$ cat config.mk
export PLATFORM = sky130hd
export DESIGN_NAME = tone_sequencer
export DESIGN_NICKNAME = d
export VERILOG_FILES = /design/src/rtl/tone_sequencer.sv
export SDC_FILE = /design/constraint.sdc
export NUM_CORES = 1
export LEC_CHECK = 0
export CAP_MARGIN = 20
export CELL_PAD_IN_SITES_DETAIL_PLACEMENT = 1
export CELL_PAD_IN_SITES_GLOBAL_PLACEMENT = 2
export CORE_MARGIN = 2
export CORE_UTILIZATION = 30
export CTS_CLUSTER_DIAMETER = 40
export CTS_CLUSTER_SIZE = 10
export DETAILED_ROUTE_END_ITERATION = 12
export PLACE_DENSITY_LB_ADDON = 0.05
export SYNTH_ARGS = -nofsm -noshare
export SYNTH_HDL_FRONTEND = slang
export SYNTH_SLANG_ARGS = --single-unit
$ cat constraint.sdc
create_clock -name clk -period 7.1 [get_ports clk]
set_input_delay 1.42 -clock clk [delete_from_list [all_inputs] [get_ports clk]]
set_output_delay 1.42 -clock clk [all_outputs]
set_load 0.02 [all_outputs]
$ cat src/rtl/tone_sequencer.sv
// Beat-stepped square-wave sequencer: VOICES tone generators walk a note table, one step per
// tempo-scaled frame count. Define TONE_SEQ_ENVELOPE_EN for the decaying envelope, gate and FADE.
module tone_sequencer #(
  parameter int unsigned VOICES          = 2,
  parameter int unsigned SEQ_LEN         = 8,
  parameter int unsigned FRAMES_PER_STEP = 128,
  parameter int unsigned GATE_THR        = 10
) (
  input  logic                         clk,
  input  logic                         rst_n,
  input  logic                         line_tick,
  input  logic                         frame_tick,
  input  logic                         run,
  input  logic [1:0]                   tempo,
  output logic [VOICES-1:0]            voice_wave,
  output logic [$clog2(VOICES+1)-1:0]  mix,
  output logic                         sound,
  output logic [$clog2(SEQ_LEN)-1:0]   step_idx,
  output logic                         step_strobe,
  output logic [4:0]                   env_level,
  output logic                         playing
);

  localparam int unsigned MixW   = $clog2(VOICES + 1);
  localparam int unsigned StepW  = $clog2(SEQ_LEN);
  localparam int unsigned FrameW = $clog2(FRAMES_PER_STEP);

  typedef enum logic [1:0] {StIdle, StPlay, StFade} state_e;

  state_e              state_q, state_d;
  logic [StepW-1:0]    step_q, step_d;
  logic [FrameW-1:0]   frame_q, frame_d, frame_last;
  logic [1:0]          tempo_q, tempo_d;
  logic [4:0]          env_q, env_d;
  logic                strobe_q, strobe_d;
  logic [5:0]          cnt_q [VOICES];
  logic [5:0]          cnt_d [VOICES];
  logic [VOICES-1:0]   wave_q, wave_d;
  logic [MixW-1:0]     mix_q, mix_d;
  logic                sound_q, sound_d;
  logic                gate_open;

  function automatic logic [5:0] note_div(input logic [2:0] idx);
    case (idx)
      3'd0:    note_div = 6'd60;
      3'd1:    note_div = 6'd54;
      3'd2:    note_div = 6'd48;
      3'd3:    note_div = 6'd45;
      3'd4:    note_div = 6'd40;
      3'd5:    note_div = 6'd36;
      3'd6:    note_div = 6'd32;
      default: note_div = 6'd30;
    endcase
  endfunction

  assign frame_last = FrameW'((FRAMES_PER_STEP >> tempo_q) - 1);

  always_comb begin
    state_d  = state_q;
    step_d   = step_q;
    frame_d  = frame_q;
    tempo_d  = tempo_q;
    env_d    = env_q;
    strobe_d = 1'b0;
    unique case (state_q)
      StIdle: begin
        if (run) begin
          state_d = StPlay;
          step_d  = '0;
          frame_d = '0;
          env_d   = 5'd31;
          tempo_d = tempo;
        end
      end
      StPlay: begin
        if (frame_tick) begin
          if (frame_q == frame_last) begin
            // Tempo is only picked up here so a step never changes length midway.
            frame_d  = '0;
            step_d   = step_q + 1'b1;
            strobe_d = 1'b1;
            env_d    = 5'd31;
            tempo_d  = tempo;
          end else begin
            frame_d = frame_q + 1'b1;
`ifdef TONE_SEQ_ENVELOPE_EN
            if (env_q != 5'd0) env_d = env_q - 1'b1;
`endif
          end
        end
        if (!run) begin
`ifdef TONE_SEQ_ENVELOPE_EN
          state_d = StFade;
`else
          state_d = StIdle;
          step_d  = '0;
          frame_d = '0;
          env_d   = 5'd0;
`endif
        end
      end
`ifdef TONE_SEQ_ENVELOPE_EN
      StFade: begin
        if (frame_tick && env_q != 5'd0) env_d = env_q - 1'b1;
        if (run) begin
          state_d = StPlay;
        end else if (env_d == 5'd0) begin
          state_d = StIdle;
          step_d  = '0;
        end
      end
`endif
      default: state_d = StIdle;
    endcase
  end

`ifdef TONE_SEQ_ENVELOPE_EN
  assign gate_open = 32'(env_q) > GATE_THR;
`else
  // env is pinned at 31 in PLAY; the PLAY term keeps the gate open for any threshold.
  assign gate_open = (state_q == StPlay) || (32'(env_q) > GATE_THR);
`endif

  always_comb begin
    logic [MixW-1:0] pop;
    logic [5:0]      div;
    pop    = '0;
    div    = '0;
    wave_d = wave_q;
    for (int v = 0; v < VOICES; v++) begin
      cnt_d[v] = cnt_q[v];
      div      = note_div(step_q[2:0] + 3'(2 * v));
      if (state_d == StIdle) begin
        cnt_d[v]  = '0;
        wave_d[v] = 1'b0;
      end else if (line_tick) begin
        // >= so a counter left above a shorter new divisor wraps on the next tick.
        if (cnt_q[v] >= div) begin
          cnt_d[v]  = '0;
          wave_d[v] = ~wave_q[v];
        end else begin
          cnt_d[v] = cnt_q[v] + 1'b1;
        end
      end
      pop = pop + MixW'(wave_q[v]);
    end
    mix_d   = gate_open ? pop : '0;
    sound_d = (mix_d != '0);
  end

  always_ff @(posedge clk) begin
    if (!rst_n) begin
      state_q  <= StIdle;
      step_q   <= '0;
      frame_q  <= '0;
      tempo_q  <= '0;
      env_q    <= '0;
      strobe_q <= 1'b0;
      wave_q   <= '0;
      mix_q    <= '0;
      sound_q  <= 1'b0;
      for (int v = 0; v < VOICES; v++) cnt_q[v] <= '0;
    end else begin
      state_q  <= state_d;
      step_q   <= step_d;
      frame_q  <= frame_d;
      tempo_q  <= tempo_d;
      env_q    <= env_d;
      strobe_q <= strobe_d;
      wave_q   <= wave_d;
      mix_q    <= mix_d;
      sound_q  <= sound_d;
      for (int v = 0; v < VOICES; v++) cnt_q[v] <= cnt_d[v];
    end
  end

  assign voice_wave  = wave_q;
  assign mix         = mix_q;
  assign sound       = sound_q;
  assign step_idx    = step_q;
  assign step_strobe = strobe_q;
  assign env_level   = env_q;
  assign playing     = (state_q != StIdle);

endmodule
# After elaboration in Yosys (flattened, before gate mapping)
# Memories as Yosys holds them, arrays and structs flattened.
# Index checks and enable logic that the tools add are counted.
# word_totals
reg_bits	25
latchBits	0
ramBits	12
romBits	0
inputBits	7
out_inout_bits	15
wordCells	97
memories	1
# memory_table
name	depth	width	rd	rd_clocked_by_memory_dff	write_ports	line_no	source
cnt_q	2	6	2	0	2	36	logic [5:0] cnt_q [VOICES];
# op_classes
add_sub_neg	7
n_mul	0
div	0
magnitude_cmp	3
n_eq_ne	19
shift	1
muxes	36
n_bitwise	5
reduce_logical	15
# ops
op	n
$pmux 6 s7	2
$mux 6	8
$mux 7	4
$mux 5	4
$eq 3x3->1 const B	6
$pmux 7 s2	1
$add 6x1->6 const B	2
$eq 3x2->1 const B	4
$ge 6x6->1	2
$mux 2	6
$mux 3	4
$pmux 5 s2	1
$pmux 2 s2	2
$reduce_and 4->1	2
$shr 8x2->7 const A	1
$add 7x1->7 const B	1
$eq 7x7->1	1
$sub 7x1->7 const B	1
$eq 3x1->1 const B	2
$logic_not 3->1	2
$ne 2x2->1 const B	3
$ne 3x3->1 const B	2
$pmux 3 s2	1
$reduce_and 3->1	2
13 further kinds	22

# Depth between registers and ports, before layout
# logic_depth
word_depth	8
ltp_mapped	12

# Worst setup path after synthesis
# Ideal clock, no wire load.
# synth_timing
kind	register to register
startpoint	register step_q[0] (netlist: step_idx[0])
endpoint	memory cnt_q[0][0]
setup_ns	0.065
arrival_time_ns	2.651
required_time_ns	7.035
setup_slack_ns	4.383
stages_incl_launch_ff	13
path_cell_list	dfxtp_1 inv_1 ha_1 nor3_1 a21oi_1 nor3_1 nor2b_1 ha_1 nand2b_1 a21o_1 a211oi_1 o21ai_1 nor2_1
# synth_rtl
item	line_no	source
from (decl)	31	logic [StepW-1:0] step_q, step_d;
from (signal assigned)	165	step_q <= step_d;
to (decl)	36	

# Final worst setup path
# layout_timing
startpoint	register step_q[2] (netlist: step_idx[2])
endpoint	output step_idx[2]
# layout_rtl
item	line_no	source
to (decl)	18	output logic [$clog2(SEQ_LEN)-1:0] step_idx,
# No word-level cell between the ends.

==> flow_summary.ini <==
[critical_path]
critical-path-top-delay-family = buffers and inverters
worst_path_max_delay_cell = clkdlybuf4s50_1
critPathCaptureType = output port
ff2ff_setup_slack_ps = 4140
cp-start-kind = flop
slowest_delay_ps = 700
reg2reg_to = cnt_q[0][3]
worstPathArrival_ps = 1610
setup.worst_path.class = flop to output port
cp_max_fo = 13
path_cells = clkdlybuf4s50_1
reg2reg_depth = 12
worstPathRequired_ps = 5680
path_buf_inv = 1
reg2reg_from = step_idx[1]

[placement]
dp_hpwl_um = 3600
portBuffers = 21
place_ws_ps = 3930
gp_congestion = 0.742

[logic_synthesis]
synthDistinctLibCells = 51
ys_warn_count = 0
synth.avg_cell_area_um2 = 8.84
synth_fp_nets = 256
synth_edf_count = 0
synthesis.area_mm2 = 0.00199
seq_area_frac_synth = 0.332
synth_flop_cell = dfxtp_1
ys_seq_elements = 33
synth_cells = 225
ys_async_sr_fraction = 0

[routing]
ant_nets = 0
wirelength_um = 4490
drt-initial-drc-count = 33
vias_per_cell = 4.89
vias = 1584
wire_per_inst_um = 13.8
drc = 0
first_pass_iters = 4

[timing]
drv_slew = 0
finalHoldViolations = 0
period_share = 0.427
min_period_ps = 3030
setup_ws_ps = 4070
fmax_ghz = 0.330
slew_headroom = 0.662
worst_pin_slew_ps = 505
fin_setup_tns_ps = 0
rsz0062_at_grt = false
skew_ps = 5.75
final-setup-viol-count = 0

[die]
die_h_um = 85.4
die_area_mm2 = 0.00730
coreArea_mm2 = 0.00639
initial_core_util = 0.312
io_pins = 22
placementRows = 29
die_x_um = 85.4

[cts]
clockBufferDepth = 2
insertion_delay_ps = 280
cts_htree_levels = 2
numCtsBuffers = 5
cts_root_buf = clkbuf_8
ctsHoldBuffers = 0
clock_sinks = 33
cts_tree = yes
clk_pin_slew_worst_paths_ps = 70
cts_setup_buffers = 0
cts-resized-gates = 0

[final_layout]
n_fill_cell = 751
layout.nets = 277
area_growth_syn_to_layout_pct = 19.4
antennaDiodeCount = 0
drive_above_1_share = 0.0931

[power]
p_leak_uw = 0.000961
power_density_mw_per_mm2 = 169
irDropWorstVdd_mv = 0.0655

[run]
cap_violations = 0

[worst_hold_path]
min_path_cells = 2
whs_endpoint = tempo_q[1]
hp-start = tempo_q[1]
worstHoldPathType = flop to flop

[status]
status = complete, no violations

[global_route]
grt_usage = 0.136
grt_overflow_total = 0
grt_max_degree = 14
grt_pass1_wl_um = 7800
antenna_found_initial = 0
grt_pass1_vias = 1568
==> how the worst max path moves through the flow <==
stage                 from           to  slack [ps]  cells after the start
3_5_place_dp         rst_n  cnt_q[0][7]        3930                      6
3_3_place_gp         rst_n  step_idx[0]        3910                      5
4_1_cts        step_idx[1]  cnt_q[0][2]        4080                     12
6_report       step_idx[2]  step_idx[2]        4070                      1
2_1_floorplan  step_idx[0]  cnt_q[0][0]        4380                     12
5_1_grt        step_idx[1]  cnt_q[0][1]        3770                     12
==> report_power, final <==
| group | internal, µW | total (µW) | switching [µW] | leakage [µW] |
|---|---|---|---|---|
| Clock | 114 | 186 | 71.8 | 0.0000574 |
| Combinational | 12.5 | 26.8 | 14.3 | 0.000637 |
| Sequential | 187 | 190 | 2.61 | 0.000267 |
==> state kept, by name, indices dropped and copies added, names as in the netlist, 2 cells and up <==
signal	count
cnt_q	12
step_idx	3
state_q	2
tempo_q	2
voice_wave	2
mix	2
frame_q	7
==> cells in the mapped netlist (2+ instances only) <==
library cell / n / share of area
dfxtp_1: 33 / 0.33
nor2_1: 26 / 0.049
ha_1: 24 / 0.15
nand2_1: 15 / 0.028
inv_1: 14 / 0.026
a21oi_1: 9 / 0.023
xor2_1: 8 / 0.035
nor3_1: 7 / 0.018
xnor2_1: 6 / 0.026
or3_1: 5 / 0.016
buf_4: 4 / 0.015
mux2i_1: 4 / 0.020
nand3_1: 4 / 0.010
nand4_1: 4 / 0.013
nor2b_1: 4 / 0.013
o21ai_0: 4 / 0.010
a211oi_1: 3 / 0.011
a31oi_1: 3 / 0.0094
and2_1: 3 / 0.0094
clkbuf_1: 3 / 0.0057
nand2b_1: 3 / 0.0094
o21a_1: 3 / 0.011
o21ai_1: 3 / 0.0075
a21o_1: 2 / 0.0075
a22o_1: 2 / 0.0088
o21ai_2: 2 / 0.0088
o221ai_1: 2 / 0.0088
or2_2: 2 / 0.0063
==> metrics by stage <==
stage               cells  instance area [µm²]  hold WS, ps   util  power (µW)
global route          324                 2370          534  0.372         422
CTS                   324                 2370          498  0.372         412
floorplan             225                 1990          443      -         211
global placement      316                 2250          485  0.353         221
detailed placement    316                 2250          488  0.353         221
finish                324                 2370          495  0.372         402
==> cell families after synthesis <==
logic type / share of synthesized area
buffers and inverters: 0.0472
adder cells (fa/ha/maj): 0.151
AND/OR/NAND/NOR: 0.222
multiplexers: 0.0258
XOR/XNOR: 0.0616
flip-flops: 0.332
AO/OA/AOI/OAI: 0.158
other: 0.00188
==> per-layer routing <==
metal	vias up	global-route usage	wire, µm
li1	824	-	-
met1	737	0.169	2070
met2	16	0.233	2250
met3	7	0.0263	99
met4	0	0.0476	68
met5	-	0	0
==> area by class of cell <==
type / instances / area (µm²) / share of cell area
Clock buffer: 6 / 82.6 / 0.0348
Tap cell: 77 / 96.3 / 0.0406
Timing Repair Buffer: 21 / 210 / 0.0885
Multi-Input combinational cell: 171 / 1230 / 0.520
Sequential cell: 33 / 661 / 0.278
Inverter: 14 / 52.6 / 0.0221
Clock inverter: 2 / 37.5 / 0.0158
==> layout by cell type (no fill, tap or decap), types with 5 or more instances in the layout <==
cell	instances
nand2_1	15
clkdlybuf4s50_1	21
nor2_1	26
or3_1	5
clkbuf_8	6
nor3_1	7
ha_1	24
inv_1	14
xor2_1	8
a21oi_1	9
dfxtp_1	33
xnor2_1	6
(Power assumes the default switching activity.)
